File: config.mk
export PLATFORM = sky130hd
export DESIGN_NAME = bus_source_mux
export DESIGN_NICKNAME = d
export VERILOG_FILES = /design/src/rtl/bus_source_mux.sv
export SDC_FILE = /design/constraint.sdc
export NUM_CORES = 1
export LEC_CHECK = 0
export ABC_AREA = 1
export CAP_MARGIN = 15
export CORE_MARGIN = 2
export CORE_UTILIZATION = 41
export DETAILED_ROUTE_END_ITERATION = 10
export PLACE_DENSITY = 0.88
export SLEW_MARGIN = 20
export SYNTH_ARGS = -nofsm -noshare
export SYNTH_HDL_FRONTEND = slang
export SYNTH_SLANG_ARGS = --single-unit
File: constraint.sdc
create_clock -name CLK -period 2.1 [get_ports CLK]
set_input_delay 0.525 -clock CLK [delete_from_list [all_inputs] [get_ports CLK]]
set_output_delay 0.525 -clock CLK [all_outputs]
set_load 0.01 [all_outputs]
File: src/rtl/bus_source_mux.sv
// Registered bus source selector: direct select or round-robin arbitration
// over NSRC packed sources. Source index 0 means "no source".
module bus_source_mux #(
  parameter int WIDTH = 8,
  parameter int NSRC  = 3,
  parameter int SELW  = 2
) (
  input  logic                  CLK,
  input  logic                  RST_N,
  input  logic [NSRC*WIDTH-1:0] I,
  input  logic [SELW-1:0]       S,
  input  logic                  MODE,
  input  logic [NSRC-1:0]       REQ,
  input  logic                  EN,
  output logic [WIDTH-1:0]      Q,
  output logic                  QV,
  output logic [NSRC-1:0]       GNT,
  output logic [SELW-1:0]       SRC
);

  logic [WIDTH-1:0] q_reg;
  logic             qv_reg;
  logic [NSRC-1:0]  gnt_reg;
  logic [SELW-1:0]  src_reg;
  logic [SELW-1:0]  ptr_reg;

  // Requests rotated so bit j corresponds to source ((ptr + j) mod NSRC) + 1.
  logic [2*NSRC-1:0] req_dbl;
  logic [2*NSRC-1:0] req_shift;
  logic [NSRC-1:0]   req_rot;
  logic [NSRC-1:0]   rr_first;
  logic [SELW:0]     rr_sum  [NSRC];
  logic [SELW-1:0]   rr_cand [NSRC];
  logic [SELW-1:0]   rr_acc  [NSRC+1];
  logic [SELW-1:0]   rr_idx;
  logic              rr_found;

  assign req_dbl   = {REQ, REQ};
  assign req_shift = req_dbl >> ptr_reg;
  assign req_rot   = req_shift[NSRC-1:0];
  assign rr_acc[0] = '0;

  genvar gi;
  generate
    for (gi = 0; gi < NSRC; gi++) begin : g_rr
      if (gi == 0) begin : g_head
        assign rr_first[gi] = req_rot[gi];
      end else begin : g_tail
        assign rr_first[gi] = req_rot[gi] & ~(|req_rot[gi-1:0]);
      end
      assign rr_sum[gi]  = {1'b0, ptr_reg} + (SELW+1)'(gi + 1);
      assign rr_cand[gi] = (rr_sum[gi] > (SELW+1)'(NSRC))
                           ? SELW'(rr_sum[gi] - (SELW+1)'(NSRC))
                           : SELW'(rr_sum[gi]);
      assign rr_acc[gi+1] = rr_acc[gi] | (rr_first[gi] ? rr_cand[gi] : '0);
    end
  endgenerate

  assign rr_idx   = rr_acc[NSRC];
  assign rr_found = |req_rot;

  logic            dir_valid;
  logic [SELW-1:0] sel_idx;
  logic            load;

  assign dir_valid = (S != '0) && ({1'b0, S} <= (SELW+1)'(NSRC));
  assign sel_idx   = MODE ? rr_idx : S;
  assign load      = EN & (MODE ? rr_found : dir_valid);

  // One-hot decode of the chosen index drives both the grant and the data mux.
  logic [NSRC-1:0]  sel_oh;
  logic [WIDTH-1:0] data_acc [NSRC+1];

  assign data_acc[0] = '0;

  generate
    for (gi = 0; gi < NSRC; gi++) begin : g_mux
      assign sel_oh[gi]     = (sel_idx == SELW'(gi + 1));
      assign data_acc[gi+1] = data_acc[gi] | ({WIDTH{sel_oh[gi]}} & I[gi*WIDTH +: WIDTH]);
    end
  endgenerate

  always_ff @(posedge CLK) begin
    if (!RST_N) begin
      q_reg   <= '0;
      qv_reg  <= 1'b0;
      gnt_reg <= '0;
      src_reg <= '0;
      ptr_reg <= SELW'(NSRC);
    end else begin
      qv_reg  <= load;
      gnt_reg <= load ? sel_oh : '0;
      if (EN) begin
        src_reg <= load ? sel_idx : '0;
      end
      if (load) begin
        q_reg <= data_acc[NSRC];
      end
      if (load && MODE) begin
        ptr_reg <= sel_idx;
      end
    end
  end

  assign Q   = q_reg;
  assign QV  = qv_reg;
  assign GNT = gnt_reg;
  assign SRC = src_reg;

endmodule
After elaboration in Yosys (flattened, before gate mapping)
Cells that the tools add are included.
Storage, ports and cells
  bits in registers: 16
  input port bits: 33
  output and inout bits: 14
  logic and storage cells: 44
Cells by class
  add/sub/neg operators: 6
  order comparisons: 3
  eq/ne operators: 3
  shift operators: 1
  multiplexer cells: 9
  bitwise logic cells: 12
  reduce and logical (&&, ||, !) cells: 5
Operators with widths (count)
  8-bit AND: 3
  2-bit 2-to-1 mux: 8
  8-bit OR: 2
  3-bit by 2-bit greater-than comparator with 1-bit output, second input constant: 3
  2-bit by 2-bit adder with 3-bit output, second input constant: 2
  6-bit by 2-bit >> shifter with 3-bit output: 1
  2-bit subtractor, second input constant: 3
  2-bit == test, second input constant: 2
  2-bit OR: 2
  2-bit by 1-bit adder with 3-bit output, second input constant: 1
  1-bit AND: 3
  3-bit OR reduction: 1
  2-bit by 1-bit == test with 1-bit output, second input constant: 1
  1-bit NOT: 2
  2-bit AND reduction: 1
  2-bit nonzero test: 1
  2-bit OR reduction: 1
  1-bit logical AND: 1
  1-bit 2-to-1 mux: 1

Logic depth before layout (Yosys ltp)
Gate-level depths: netlist of the first run.
  depth after elaboration: 11
  gate-level depth with buffers: 16
  depth with buffers taken out: 15

Least setup slack after synthesis of the first run
No wires, ideal clock.
  path kind: input port to flip-flop
  start point: input port REQ[1]
  end point: register q_reg[5], in the netlist Q[5]
  setup time: 0.117 ns
  arrival: 1.576 ns
  required time: 1.983 ns
  path slack: 0.407 ns
  stages: 10
  buffers on the path: 1
  cell sequence: nand2_1 nand3_2 nand2_2 nand2_1 nor3_2 nor3_4 clkbuf_1 nand2_1 nor2_1 nor2_1
On the way
  word-level cells in the longest chain between the ends: 11
  elaborated cells between the ends (all ways): 23
  classes of those cells: eq/ne (3); shift (1); mux (5); bitwise (12); reduce/logical (2)
RTL lines
  from (decl): RTL line 13  | input logic [NSRC-1:0] REQ,
  6-bit by 2-bit >> shifter with 3-bit output (*): RTL line 39  | assign req_shift = req_dbl >> ptr_reg;
  1-bit NOT / 2-bit OR reduction (equally long branches): RTL line 49  | assign rr_first[gi] = req_rot[gi] & ~(|req_rot[gi-1:0]);
  1-bit AND / 1-bit NOT (equally long branches): RTL line 49
  2-bit 2-to-1 mux / 1-bit AND (equally long branches): RTL line 55, 49
  2-bit OR / 2-bit 2-to-1 mux (equally long branches): RTL line 55  | assign rr_acc[gi+1] = rr_acc[gi] | (rr_first[gi] ? rr_cand[gi] : '0);
  2-bit OR: RTL line 55
  2-bit 2-to-1 mux: RTL line 67  | assign sel_idx = MODE ? rr_idx : S;
  2-bit by 1-bit == test with 1-bit output / 2-bit == test (equally long branches): RTL line 78  | assign sel_oh[gi] = (sel_idx == SELW'(gi + 1));
  8-bit AND: RTL line 79  | assign data_acc[gi+1] = data_acc[gi] | ({WIDTH{sel_oh[gi]}} & I[gi*WIDTH +: WIDTH]);
  8-bit OR (2 in series): RTL line 79
  to (signal assigned): RTL line 97  | q_reg <= data_acc[NSRC];
  to (decl): RTL line 21  | logic [WIDTH-1:0] q_reg;
Every way passes the cells marked *; elsewhere a longest branch is shown, timed or not.
A chain may end at the register's enable or synchronous reset.

Final worst setup path of the first run
  start point: register ptr_reg[0]
  end point: register ptr_reg[1]
On the way
  word-level cells in the longest chain between the ends: 7
  elaborated cells between the ends (all ways): 28
  classes of those cells: add/sub (6); order compare (3); shift (1); mux (8); bitwise (7); reduce/logical (3)
RTL lines
  from (decl): RTL line 25  | logic [SELW-1:0] ptr_reg;
  from (signal assigned): RTL line 89  | ptr_reg <= SELW'(NSRC);
  from (signal assigned): RTL line 100  | ptr_reg <= sel_idx;
  2-bit by 1-bit adder with 3-bit output (tied with other cells): RTL line 51  | assign rr_sum[gi] = {1'b0, ptr_reg} + (SELW+1)'(gi + 1);
  3-bit by 2-bit greater-than comparator with 1-bit output (tied with other cells): RTL line 52  | assign rr_cand[gi] = (rr_sum[gi] > (SELW+1)'(NSRC))
  2-bit 2-to-1 mux (tied with other cells): RTL line 53  | ? SELW'(rr_sum[gi] - (SELW+1)'(NSRC))
  2-bit 2-to-1 mux / 1-bit AND (equally long branches): RTL line 55, 49
  2-bit OR / 2-bit 2-to-1 mux (equally long branches): RTL line 55
  2-bit OR: RTL line 55
  2-bit 2-to-1 mux: RTL line 67
Parallel ways exist; a longest one is shown, timed or not.

==> results of run 1 <==
[worst max-delay path, delay by kind of cell (launching register included)]
family	cells	cell delay (ns)
and+or+nand+nor	4	0.43
AOI/OAI and AO/OA	2	0.21
buffers and inverters	4	0.43
DFF	1	0.46
adders and majority gates	1	0.29
[synthesized netlist by cell type (2+ instances only)]
| cell type | n |
|---|---|
| sky130_fd_sc_hd__a21oi_1 | 2 |
| sky130_fd_sc_hd__buf_2 | 2 |
| sky130_fd_sc_hd__clkbuf_1 | 2 |
| sky130_fd_sc_hd__dfxtp_1 | 16 |
| sky130_fd_sc_hd__ha_1 | 2 |
| sky130_fd_sc_hd__inv_1 | 11 |
| sky130_fd_sc_hd__inv_2 | 2 |
| sky130_fd_sc_hd__nand2_1 | 37 |
| sky130_fd_sc_hd__nand2_2 | 4 |
| sky130_fd_sc_hd__nand3_1 | 35 |
| sky130_fd_sc_hd__nand3_2 | 3 |
| sky130_fd_sc_hd__nor2_1 | 18 |
| sky130_fd_sc_hd__nor2_4 | 2 |
| sky130_fd_sc_hd__nor3_1 | 3 |
| sky130_fd_sc_hd__o21ai_0 | 12 |
[where the power goes]
| part | total, W | switching (W) | internal (W) |
|---|---|---|---|
| Sequential | 0.000347 | 0.0000160 | 0.000331 |
| Clock | 0.000207 | 0.000101 | 0.000106 |
| Combinational | 0.000391 | 0.000196 | 0.000195 |
| Total | 0.000945 | 0.000314 | 0.000631 |
[metrics by stage]
stage | TNS (ns) | area [um^2] | std cells
CTS | 0 | 1580 | 241
floorplan | 0 | 1030 | 160
global route | 0 | 1630 | 243
global placement | -1.85 | 1550 | 237
detailed placement | -2.75 | 1550 | 237
finish | 0 | 1630 | 243
[area by class of cell]
type,instances,area (um^2)
fill,213,800
tap,30,37.5
inverter,13,48.8
sequential,16,320
clock buffer,4,36.3
multi-input combinational,125,642
timing repair buffer,55,548
[placed cells by master (no fill, tap or decap), drive strengths merged]
master,count
a21oi,2
buf,9
clkbuf,4
clkdlybuf4s50,43
dfxtp,16
dlymetal6s2s,3
ha,2
inv,13
nand2,41
nand3,38
nand3b,1
nand4,1
nor2,21
nor3,5
o21ai,13
or2,1
[worst max path at each step]
stage	slack, ns	from	cells past startpoint	end
2_1_floorplan	0.41	REQ[1]	10	Q[5]
3_3_place_gp	-0.18	REQ[2]	13	Q[1]
3_5_place_dp	-0.26	REQ[2]	13	Q[4]
4_1_cts	0.05	REQ[2]	13	Q[2]
5_1_grt	0.06	ptr_reg[0]	11	ptr_reg[1]
6_report	0.16	ptr_reg[0]	11	ptr_reg[1]
[per-layer routing]
| metal | up-vias | track usage (%) |
|---|---|---|
| met5 | - | 0 |
| met2 | 25 | 36.3 |
| met4 | 0 | 5.00 |
| met3 | 4 | 3.89 |
| met1 | 511 | 24.2 |
| li1 | 633 | - |
[cell families (layout without fill, tap and decap cells)]
kind of cell             count (synthesis)  in the layout  synth area share [%]
AND/OR/NAND/NOR                        108            108                  51.0
buffers and inverters                   19             72                  8.24
AO/OA/AOI/OAI                           15             15                  7.27
flip-flops                              16             16                  31.0
adder cells (fa/ha/maj)                  2              2                  2.42
[what timing repair did]
item / in CTS / in global routing
resized for setup: 0 / 7
endpoints found under the hold margin: 0 / 0
setup buffers: 0 / 2
endpoints found under the setup margin: 0 / 10
==> impl_results.md, run 1 <==
* Number of synthesized flops with an enable pin at 0
* Routed wl met2 at about 1400 um
* Pwr per Cell Area at 579 nW/um^2
* Core region area at around 2400 um^2
* Launch instance of the worst min-delay path: SRC[1]
* Area leader, netlist: sky130_fd_sc_hd__dfxtp_1
* Global route overflow at 0
* First-pass GRT wire length at 4400 um
* Unrepaired setup endpoints after global routing: false
* Library cell appearing most often on the critical path: sky130_fd_sc_hd__nand3_1
* Max-cap violations at 0
* Hold-fix buffer count after cts at 0
* Number of DRC violations after detailed-routing iteration 0 at 16
* Gate Count Post-Synth at 160
* Share of post-route cells with drive strength above 1 at 14.1%
* Share of async-settable or async-resettable flops after synthesis at 0%
* CTS tree: done
* Post-synth design cell area at 1030 um^2
* Setup Skew at between 0.002 and 0.0025 ns
* Total routed wirelength at ~2800 um
* Placed wire-length estimate at 2030 um
* Post-layout net count at 249
* Min Hold Slack at 0.499 ns
* Arrival time at the worst endpoint at 2.12 ns
* Highest metal layer with signal wires: met4
* Hold depth at 2
* Final setup violation count at 0
* Detailed-router iteration count before antenna repair at 4
* GRT Resource Usage Total at 20.2%
* Post-layout util at roughly two thirds
* Die span in x at about 54 um
* Avg Synthesized Cell Area at about 6.5 um^2
* Level count of the clock H-tree at 1
* DRC violation count after routing at 0
* Final cycle utilization of the critical path at 92.2%
* Number of nets produced by synthesis at between 150 and 200
* Post-synthesis sequential area ratio at a little under a third
* Cell-by-cell listing of the critical path: inv_2, ha_1, inv_1, nand3_1, nand3_1, nor2_2, nor2_4, buf_12, buf_4, a21oi_1, o21ai_0
* Max-Slew Margin vs Limit at 69.5%
* Antenna violations before repair at 0
* Critical path start-end classification: register to register
* Initial core utilization at 42.4%
* Worst setup margin at ~0.16 ns
* Max FFs per register at 8
* Type of origin of the critical path: register
* Area enclosed by the die boundary at a little under 3000 um^2
* Cell variety after synth at 24
* Placer's final routability congestion estimate at 0.884
* Vias in the first global route at between 1000 and 1500
* Routed wire per std cell at approximately 11 um
* Clock Latency Late Sink at between 0.2 and 0.3 ns
* Cell depth of the worst flop-to-flop path at 11
* Critical path's slowest cell: sky130_fd_sc_hd__dfxtp_1
* Hold endpoint: SRC[1]
* Reg2reg end: ptr_reg[1]
* Hold crit path type: register to register
* Longest Clk Path Bufs at 2
* Minimum setup slack among reg-to-reg paths at about 0.16 ns
* Critical path's largest stage delay at approximately 0.46 ns
* Routed wire length on met3 at about 120 um
* Clk pin slew, worst setup/hold paths at roughly 0.1 ns
* Clock buffers created by TritonCTS at 3
* Count of state elements after synthesis at 16
* Syn-to-layout area delta at 58.2%
* Floorplan die height at between 50 and 60 um
* YS warnings at 0
* Tmin final at around 1.9 ns
* Data required time of the worst path at roughly 2.3 ns
* Number of nets with antenna violations after routing at 0
* Commonest register cell after synthesis: sky130_fd_sc_hd__dfxtp_1
* Pin count of the biggest net entering global routing at 19
* Ports at 47
* Synth top area share at 31.0%
* Clk root buf: sky130_fd_sc_hd__clkbuf_4
* Largest driver fanout on the critical path at 16
* Reg-to-reg startpoint: ptr_reg[0]
* Actual transition at the worst max-transition pin at between 0.4 and 0.5 ns
* Row count at 18
* Run status: finished clean
* Setup crit end kind: register
* Leakage at ~0.77 nW
* Power consumption at 0.000945 W
* Worst-case setup slack after placement at -0.256 ns
* Largest voltage drop on the vdd net at 0.000479 V
* Number of vias after detailed routing at about 1200
* Met1 layer wirelength in the final routing at ~1300 um
* Drt via density at 4.83
* Count of pins over their slew limit at 0
* Diode insertion count for antenna repair at 0
* Achievable clock frequency at 517 MHz
* Hold Vio Cnt, Final at 0
* Number of sinks on the clock net at 16
* Number of I/O port buffers at 46
* Leading cell types by total area after synthesis: sky130_fd_sc_hd__dfxtp_1 (31%), sky130_fd_sc_hd__nand3_1 (17%), sky130_fd_sc_hd__nand2_1 (13%)
No activity file was read; power rests on OpenSTA's default activity.
==> run 2: changes to the inputs <==
CORE_UTILIZATION = 42   (was 41)
CTS_BUF_LIST = sky130_fd_sc_hd__clkbuf_8   (was not set)
GPL_TIMING_DRIVEN = 0   (was not set)
PLACE_DENSITY = 0.84   (was 0.88)
==> impl_results.md, run 2 (synthesized netlist as in run 1, its figures left out) <==
* Run status: finished clean
* Launch instance of the worst min-delay path: SRC[1]
* Initial core utilization at between 40% and 50%
* Post-layout net count at about 260
* Diode insertion count for antenna repair at 0
* Max FFs per register at 8
* Pin count of the biggest net entering global routing at 11
* Number of sinks on the clock net at 16
* Leakage at ~0.80 nW
* Number of I/O port buffers at 46
* Hold Vio Cnt, Final at 0
* Final cycle utilization of the critical path at 92.3%
* Clk pin slew, worst setup/hold paths at roughly 0.060 ns
* Longest Clk Path Bufs at 2
* Minimum setup slack among reg-to-reg paths at roughly 0.2 ns
* Final setup violation count at 0
* Actual transition at the worst max-transition pin at roughly 0.40 ns
* Syn-to-layout area delta at 62.3%
* Number of nets with antenna violations after routing at 0
* Routed wire per std cell at 12.8 um
* Achievable clock frequency at ~520 MHz
* Drt via density at approximately 5.1
* Placer's final routability congestion estimate at slightly below 0.8
* Die span in x at ~54 um
* Row count at 17
* Max-Slew Margin vs Limit at between 70% and 80%
* Antenna violations before repair at 0
* Number of DRC violations after detailed-routing iteration 0 at 32
* End point of the critical path: ptr_reg[0]
* Max-cap violations at 0
* Placed wire-length estimate at ~2300 um
* Vias in the first global route at roughly 1100
* Hold crit path type: register to register
* Area of all placed cells without fillers at between 1500 and 2000 um^2
* Largest driver fanout on the critical path at 7
* Pwr per Cell Area at about 600 nW/um^2
* Level count of the clock H-tree at 1
* Type of origin of the critical path: input port
* Setup Skew at approximately 0.0032 ns
* Cell area after placement at 1530 um^2
* Share of post-route cells with drive strength above 1 at 17.4%
* Count of pins over their slew limit at 0
* First-pass GRT wire length at between 4000 and 5000 um
* CTS tree: done
* Clk root buf: sky130_fd_sc_hd__clkbuf_8
* Critical path start-end classification: input port to register
* Tmin final at ~1.9 ns
* Number of vias after detailed routing at about 1300
* Global route overflow at 0
* Largest voltage drop on the vdd net at just under 0.0004 V
* Reg-to-reg startpoint: ptr_reg[0]
* Detailed-router iteration count before antenna repair at 4
* Setup crit end kind: register
* Cell depth of the worst flop-to-flop path at 12
* Crit path from: MODE
* Most frequent standard cell in the layout excluding fill and tap cells: sky130_fd_sc_hd__clkdlybuf4s50_1
* Arrival time at the worst endpoint at a little over 2 ns
* Core region area at approximately 2300 um^2
* Data required time of the worst path at approximately 2.2 ns
* Clock Latency Late Sink at between 0.2 and 0.3 ns
* Clock buffers created by TritonCTS at 3
* Reg2reg end: Q[1]
* Floorplan die height at about 54 um
* Ports at 47
* Most frequent cells in the layout: sky130_fd_sc_hd__clkdlybuf4s50_1 (43), sky130_fd_sc_hd__nand3_1 (35), sky130_fd_sc_hd__nand2_1 (33)
* DRC violation count after routing at 0
* Area enclosed by the die boundary at roughly 2900 um^2
* Power consumption at about 0.0010 W
* Hold-fix buffer count after cts at 0
* GRT Resource Usage Total at between 20% and 30%
* Total routed wirelength at 3140 um
[run 2: cell types whose count changed in the layout (fill, tap and decap cells not counted), sizes merged]
cell,before,now
buf,9,14
[run 2: stage by stage]
stage	worst slack, ns	hold WS [ns]	util [%]	TNS [ns]	std cells
after floorplan	0.407	0.510	-	0	160
after global placement	-0.349	0.466	67.1	-3.48	234
after detailed placement	-0.401	0.482	67.1	-4.27	234
after CTS	0.00369	0.496	70.9	0	241
after global routing	-0.0191	0.537	73.6	-0.0220	246
final	0.161	0.491	73.6	0	246
[run 2: layout make-up]
cell class                      instances  area [um^2]
Multi-Input combinational cell        125          648
Clock buffer                            3         41.3
Fill cell                             191          601
Tap cell                               28         35.0
Buffer                                  6         46.3
Inverter                               13         48.8
Sequential cell                        16          320
Timing Repair Buffer                   55          536
[run 2: repair_timing]
action | in CTS | in global routing
hold endpoints to repair | 0 | 0
endpoints found under the setup margin | 9 | 11
resized for setup | 4 | 13
buffers inserted | 4 | 5
pin swaps | 2 | 3
[run 2: worst min path at each step]
stage | end | slack, ns | depth (start not counted)
after global placement | SRC[0] | 0.47 | 2
after global routing | SRC[1] | 0.54 | 2
after floorplan | SRC[0] | 0.51 | 2
final | SRC[1] | 0.49 | 2
after CTS | SRC[1] | 0.50 | 2
after detailed placement | SRC[1] | 0.48 | 2
[run 2: critical path, stage by stage]
cell                              delay, ns
sky130_fd_sc_hd__clkdlybuf4s50_1       0.54
sky130_fd_sc_hd__nor2_2                0.24
sky130_fd_sc_hd__inv_1                 0.09
sky130_fd_sc_hd__nor2_1                0.19
sky130_fd_sc_hd__nor3_4                0.09
sky130_fd_sc_hd__nand2_1               0.08
sky130_fd_sc_hd__inv_1                 0.09
sky130_fd_sc_hd__a21oi_2               0.13
sky130_fd_sc_hd__o21ai_0               0.10
[run 2: routing by layer]
metal / up-vias / routed length, um / GRT usage, %
li1: 647 / - / -
met1: 548 / 1310 / 26.6
met2: 56 / 1570 / 40.7
met3: 8 / 225 / 5.00
met4: 0 / 35 / 6.41
met5: - / 0 / 0
[run 2: power by group]
part | leakage, nW | internal (W) | switching, W
combinational | 0.643 | 0.000210 | 0.000213
clock | 0.0216 | 0.000127 | 0.000104
sequential | 0.132 | 0.000331 | 0.0000166
==> run 3: changes to the inputs <==
CORE_UTILIZATION = 36   (was 42)
PLACE_DENSITY = 0.76   (was 0.84)
==> impl_results.md, run 3 (synthesized netlist as in run 1, its figures left out) <==
* Clock buffers created by TritonCTS at 3
* Final setup violation count at 0
* Longest Clk Path Bufs at 2
* Syn-to-layout area delta at 59.4%
* Number of inserted filler cells in the final layout at about 270
* Setup crit end kind: register
* Pwr per Cell Area at slightly above 600 nW/um^2
* Detailed-router iteration count before antenna repair at 4
* Area of all placed cells without fillers at 1650 um^2
* Data required time of the worst path at roughly 2.2 ns
* Number of vias after detailed routing at roughly 1300
* Achievable clock frequency at 511 MHz
* Initial core utilization at between 30% and 40%
* Most frequent standard cell in the layout excluding fill and tap cells: sky130_fd_sc_hd__clkdlybuf4s50_1
* Critical path's slowest cell: sky130_fd_sc_hd__clkdlybuf4s50_1
* Most frequent cells in the layout: sky130_fd_sc_hd__clkdlybuf4s50_1 (43), sky130_fd_sc_hd__nand3_1 (35), sky130_fd_sc_hd__nand2_1 (34)
* GRT Resource Usage Total at 19.0%
* Post-layout net count at 249
* Share of post-route cells with drive strength above 1 at between 10% and 20%
* Setup Skew at about 0.00078 ns
* Max-Slew Margin vs Limit at 72.0%
* Hold crit path type: register to register
* Number of DRC violations after detailed-routing iteration 0 at 39
* Max-cap violations at 0
* Row count at 19
* Number of nets with antenna violations after routing at 0
* Max FFs per register at 8
* Type of origin of the critical path: input port
* Ports at 47
* Cells after DPL at 237
* Cell area after placement at around 1500 um^2
* Leakage at a little under 0.8 nW
* Number of sinks on the clock net at 16
* Final cell count without fillers at roughly 240
* Final cycle utilization of the critical path at between 90% and 100%
* Hold Vio Cnt, Final at 0
* Largest driver fanout on the critical path at 10
* CTS tree: done
* Count of pins over their slew limit at 0
* Routed wire per std cell at approximately 12 um
* Tmin final at just under 2 ns
* Hold-fix buffer count after cts at 0
* Die span in x at around 58 um
* Run status: finished clean
* Global route overflow at 0
* First-pass GRT wire length at just over 5000 um
* Arrival time at the worst endpoint at between 2 and 2.5 ns
* Min Hold Slack at slightly below 0.5 ns
* DRC violation count after routing at 0
* Diode insertion count for antenna repair at 0
* Area enclosed by the die boundary at about 3300 um^2
* Number of I/O port buffers at 46
* Placer's final routability congestion estimate at 0.821
* Actual transition at the worst max-transition pin at approximately 0.42 ns
* Placed wire-length estimate at around 2200 um
* Clock Latency Late Sink at around 0.25 ns
* Pin count of the biggest net entering global routing at 11
* Core region area at approximately 2700 um^2
* Total routed wirelength at between 2000 and 3000 um
* Total negative slack at 0 ns
* Level count of the clock H-tree at 1
* Largest voltage drop on the vdd net at about 0.00061 V
* Drt via density at 5.20
* Clk root buf: sky130_fd_sc_hd__clkbuf_8
* Antenna violations before repair at 0
* Critical path start-end classification: input port to register
* Floorplan die height at between 50 and 60 um
* Critical path's largest stage delay at between 0.6 and 0.7 ns
* Vias in the first global route at ~1200
* Clk pin slew, worst setup/hold paths at approximately 0.060 ns
* Power consumption at between 0.001 and 0.0015 W
* Cell-by-cell listing of the critical path: clkdlybuf4s50_1, inv_1, nor3_2, nor3_4, clkbuf_2, o21ai_0, nor2_1
## run 3: final cells by class
cell class | instances | area, um^2 | share of cell area (%)
buffer | 6 | 41.3 | 2.51
clock buffer | 4 | 55.1 | 3.35
inverter | 13 | 48.8 | 2.97
multi-input combinational | 125 | 649 | 39.5
sequential | 16 | 322 | 19.5
tap | 31 | 38.8 | 2.36
timing repair buffer | 49 | 490 | 29.8
## run 3: worst max-delay path, delay by kind of cell
| kind | cells | cell delay, ns |
|---|---|---|
| buffers and inverters | 3 | 0.96 |
| AO/OA/AOI/OAI | 1 | 0.19 |
| AND/OR/NAND/NOR | 3 | 0.43 |
## run 3: per-stage QoR
stage | setup slack [ns] | utilization (%)
final | 0.142 | 60.2
after global routing | -0.00276 | 60.2
after CTS | 0.00242 | 59.1
after detailed placement | -0.400 | 56.0
after global placement | -0.342 | 56.0
after floorplan | 0.407 | -
## run 3: path summary, 6_finish.rpt
path	cells after the start	startpoint	slack, ns	end
max	7	MODE	0.14	Q[4]
min	2	SRC[0]	0.50	SRC[0]
max reg2reg	13	ptr_reg[1]	0.25	Q[3]
min reg2reg	2	SRC[0]	0.50	SRC[0]
## run 3: metal layers
metal | part of all wire [%] | vias to the layer above | track usage (%)
met4 | 0.75 | 0 | 4.98
met5 | 0 | - | 0
met2 | 51 | 51 | 30.7
met3 | 7.9 | 2 | 4.31
li1 | - | 633 | -
met1 | 41 | 582 | 25.7
## run 3: power by group
group          internal [W]  leakage (nW)  switching (W)
clock network      0.000166        0.0288       0.000107
logic              0.000189         0.612       0.000203
registers          0.000331         0.132      0.0000162
## run 3: timing repair
action,4_1_cts,5_1_grt
resized for setup,2,11
gates cloned,0,0
buffers inserted,3,0
pin swaps,2,2
endpoints found under the setup margin,8,14
endpoints found under the hold margin,0,0
